`config.mk`:
```
export PLATFORM = sky130hd
export DESIGN_NAME = sample_acc
export DESIGN_NICKNAME = d
export VERILOG_FILES = /design/src/rtl/sample_acc.sv
export SDC_FILE = /design/constraint.sdc
export NUM_CORES = 1
export LEC_CHECK = 0
export BUFFER_PORTS_ARGS = -buffer_cell sky130_fd_sc_hd__buf_2
export CORE_ASPECT_RATIO = 1.2
export CORE_UTILIZATION = 25
export DETAILED_ROUTE_END_ITERATION = 7
export GPL_ROUTABILITY_DRIVEN = 0
export PLACE_DENSITY = 0.4
export SLEW_MARGIN = 5
export SYNTH_ARGS = -nofsm -noshare
export SYNTH_HDL_FRONTEND = slang
export SYNTH_SLANG_ARGS = --single-unit
```
`constraint.sdc`:
```
create_clock -name i_clk -period 5.7 [get_ports i_clk]
set_clock_uncertainty 0.15 [all_clocks]
set_input_delay 0.57 -clock i_clk [delete_from_list [all_inputs] [get_ports i_clk]]
set_output_delay 0.57 -clock i_clk [all_outputs]
set_load 0.02 [all_outputs]
```
`src/rtl/sample_acc.sv`:
```
// Run accumulator: sums a fixed-length burst of adder words and tracks the largest one,
// then presents the totals until the consumer takes them.
module sample_acc #(
    parameter int unsigned WIDTH = 32,
    parameter int unsigned CNTW  = 8
) (
    input  logic                   i_clk,
    input  logic                   i_reset,
    input  logic                   i_start,
    input  logic [CNTW-1:0]        i_len,
    input  logic                   i_in_valid,
    output logic                   o_in_ready,
    input  logic [WIDTH-1:0]       i_in_data,
    output logic                   o_out_valid,
    input  logic                   i_out_ready,
    output logic [WIDTH+CNTW-1:0]  o_out_sum,
    output logic [WIDTH-1:0]       o_out_max,
    output logic                   o_busy
);

    typedef enum logic [1:0] {
        StIdle,
        StAccum,
        StDone
    } state_e;

    state_e                  r_state;
    state_e                  w_state_nxt;
    logic [WIDTH+CNTW-1:0]   r_acc;
    logic [WIDTH+CNTW-1:0]   w_acc_nxt;
    logic [WIDTH-1:0]        r_max;
    logic [WIDTH-1:0]        w_max_nxt;
    logic [CNTW-1:0]         r_cnt;
    logic [CNTW-1:0]         w_cnt_nxt;

    always_ff @(posedge i_clk) begin
        if (i_reset) begin
            r_state <= StIdle;
            r_acc   <= '0;
            r_max   <= '0;
            r_cnt   <= '0;
        end else begin
            r_state <= w_state_nxt;
            r_acc   <= w_acc_nxt;
            r_max   <= w_max_nxt;
            r_cnt   <= w_cnt_nxt;
        end
    end

    always_comb begin
        w_state_nxt = r_state;
        w_acc_nxt   = r_acc;
        w_max_nxt   = r_max;
        w_cnt_nxt   = r_cnt;
        o_in_ready  = 1'b0;
        o_out_valid = 1'b0;
        o_busy      = 1'b1;

        unique case (r_state)
            StIdle: begin
                o_busy = 1'b0;
                if (i_start) begin
                    w_acc_nxt = '0;
                    w_max_nxt = '0;
                    w_cnt_nxt = i_len;
                    // A zero-length run has nothing to collect, so report an empty result.
                    w_state_nxt = (i_len != '0) ? StAccum : StDone;
                end
            end
            StAccum: begin
                o_in_ready = 1'b1;
                if (i_in_valid) begin
                    w_acc_nxt = r_acc + {{CNTW{1'b0}}, i_in_data};
                    if (i_in_data > r_max) begin
                        w_max_nxt = i_in_data;
                    end
                    w_cnt_nxt = r_cnt - 1'b1;
                    if (r_cnt == CNTW'(1)) begin
                        w_state_nxt = StDone;
                    end
                end
            end
            StDone: begin
                o_out_valid = 1'b1;
                if (i_out_ready) begin
                    w_state_nxt = StIdle;
                end
            end
            default: begin
                w_state_nxt = StIdle;
            end
        endcase
    end

    assign o_out_sum = r_acc;
    assign o_out_max = r_max;

endmodule

```
==> metrics.txt <==
outcome=finished clean; setup violators final=0; area grow syn2layout=19.9%; crit path cell chain=inv_1 > ha_1 > a21o_1 > a21o_1 > a21oi_1 > nor2_1 > a211oi_1 > o21ai_0 > o21bai_4 > buf_4 > mux2i_1; Async SR Flop Fraction=0; Synth area leaders=dfxtp_1 (27%), ha_1 (14%), nand2_1 (7.9%); post-synth top area cell=dfxtp_1; commonest cells in the synthesized netlist=nand2_1 (127), dfxtp_1 (82), ha_1 (66); core area=0.0234 mm2; initial antenna violation count=0; worst-margin pin slew=897 ps; CTS tree=yes; top-count cell post-synth=nand2_1; CP Buf/Inv Count=2; vias in the first global route=5636; CP max stage cell=o21bai_4; FF-to-FF setup slack=2320 ps; VDD IR-drop max=131 uV; Mapped Nets=866; most frequent CP cell=a21o_1; Clk Latency, worst-skew pair=350 ps; RSZ-0062 raised after global routing=false; IO buf count=119; crit path DAT=3510 ps; Layout fillers=2611; Residual DRC=0; CTS Hold Bufs=0; synth warn=0; LEAKAGE=3.30 nW; WL/cell=16.1 um; full die area=0.0247 mm2; ANT cells=0; largest net degree at the start of global routing=40; Die Height=172 um; TritonCTS Sinks=82; r2r startpoint=o_out_max[21]; critical path fanouts, max=20; fin cells=1173; Max transition margin=0.400; CTS clk-pin slew, worst paths=60 ps; Initial Util=0.257; fin crit share=0.594; H-tree depth reported by CTS=3; Net count, final=966; Hold Path End=o_out_sum[25]; # Max-Cap Violations=0; Worst EP required=5830 ps; Syn Inst Count=754; post-CTS resize count=0; first-pass GRT wire length=30.0 mm; post-route minimum period=3380 ps; Hold Path Depth=2; post-route ant nets=0; setup bufs post-CTS=0; number of synthesized flops with an enable pin=0; CP Launch Type=flip-flop; hold wc startpoint=o_out_sum[25]; max incr delay on CP=800 ps; drt via density=4.82; starting DRC count in detailed routing=226; routed vias=5653; Mapped Avg Cell Area=7.99 um2; ys flop type=dfxtp_1; number of synthesized register bits=82; CP delay by family, top=compound AO/OA/AOI/OAI gates; routed wire length=18.9 mm; Synth Cell Area=0.00602 mm2; Die X=144 um; GRT Total Usage=0.158; Final Hold Fails=0; CTS Root Cell=clkbuf_16; I/O pin total=120; layout cell share with drive strength beyond 1=0.190; reg2reg path depth=11; sequential element share of the synthesized area=0.273; Crit Path Class=flip-flop to flip-flop; setup TNS=0 ps; drt first pass iters=4; Site Rows=61; grt ovf=0; Hold WC Path Type=flip-flop to flip-flop; Critical Path End Type=flip-flop; total placed cells including tap cells=1158; PD cells=243 mW/mm2; share of the synthesized area in the top cell type=0.273; dpl hpwl=14.5 mm; CTS Buffer Depth=2; cts bufs inserted=9; Slew Limit Fails=0; Reg2Reg Capture Point=o_out_max[17]; unique cell type count in the Yosys netlist=68; Max Clk Rate=0.296 GHz
-- layout by cell type (no fill, tap or decap), types with 13 or more instances in the layout --
| cell | netlist | routed |
|---|---|---|
| nand2_1 | 127 | 127 |
| buf_2 | 7 | 119 |
| dfxtp_1 | 82 | 82 |
| ha_1 | 66 | 66 |
| a21oi_1 | 50 | 49 |
| nor2_1 | 47 | 46 |
| inv_1 | 42 | 42 |
| o21ai_0 | 36 | 36 |
| mux2i_1 | 33 | 33 |
| a21o_1 | 25 | 25 |
| nand4_1 | 17 | 17 |
| xnor2_1 | 13 | 13 |
| a22oi_1 | 13 | 13 |
-- layout make-up --
class / instances / area (um2) / area share
Tap cell: 315 / 394 / 0.0546
Timing Repair Buffer: 124 / 633 / 0.0876
Clock buffer: 12 / 236 / 0.0327
Sequential cell: 82 / 1640 / 0.227
Multi-Input combinational cell: 595 / 4100 / 0.567
Clock inverter: 3 / 65.1 / 0.00901
Inverter: 42 / 158 / 0.0218
-- cells by family (layout without fill, tap and decap cells) --
group | Yosys count | after routing | share of synthesized area
xor+xnor | 24 | 24 | 0.0349
fa+ha+maj | 67 | 67 | 0.140
buf+inv | 77 | 181 | 0.0515
simple gates | 268 | 268 | 0.213
compound gates | 203 | 203 | 0.232
mux | 33 | 33 | 0.0548
flops | 82 | 82 | 0.273
-- tightest hold or removal path: cells and delay by family (launching register included) --
kind | cells | cell delay (ps)
flip-flops | 1 | 320
AO/OA/AOI/OAI | 1 | 50
AND/OR/NAND/NOR | 1 | 50
-- metal layers --
metal | track usage | vias up | wire (um)
met1 | 0.190 | 2640 | 8690
met3 | 0.0274 | 15 | 623
met4 | 0.0453 | 0 | 267
li1 | - | 2899 | -
met5 | 0 | - | 0
met2 | 0.283 | 99 | 9290
-- state kept, by name, summed over array words and instances (netlist names) --
name and cells:
r_cnt 8, r_state 2, o_out_max 32, o_out_sum 40
-- how the worst max path moves through the flow --
stage                             start             to  slack, ps  cells after the start
after CTS                 o_out_max[21]  o_out_max[17]       2300                     11
final                     o_out_max[21]  o_out_max[17]       2320                     11
after detailed placement   i_in_data[1]  o_out_max[15]       2010                     11
after global placement    i_in_data[21]   o_out_max[8]       2040                     11
after global routing         r_state[0]  o_out_sum[39]       2040                      6
after floorplan            i_in_data[8]  o_out_sum[29]       2920                     10
-- stage by stage --
step	util	cell area [um2]	setup WS (ps)	total power [W]	hold WS [ps]
after floorplan	-	6020	2920	0.000984	295
after global placement	0.295	6920	2040	0.00114	315
after detailed placement	0.295	6920	2010	0.00114	317
after CTS	0.308	7220	2300	0.00178	324
after global routing	0.308	7220	2040	0.00186	333
final	0.308	7220	2320	0.00175	322
-- power by group --
part | internal, W | switching (W) | total [W] | leakage (nW)
logic | 0.000180 | 0.000305 | 0.000485 | 2.48
registers | 0.000604 | 0.0000305 | 0.000635 | 0.664
clock network | 0.000382 | 0.000251 | 0.000633 | 0.147
No activity file was read; power rests on OpenSTA's default activity.
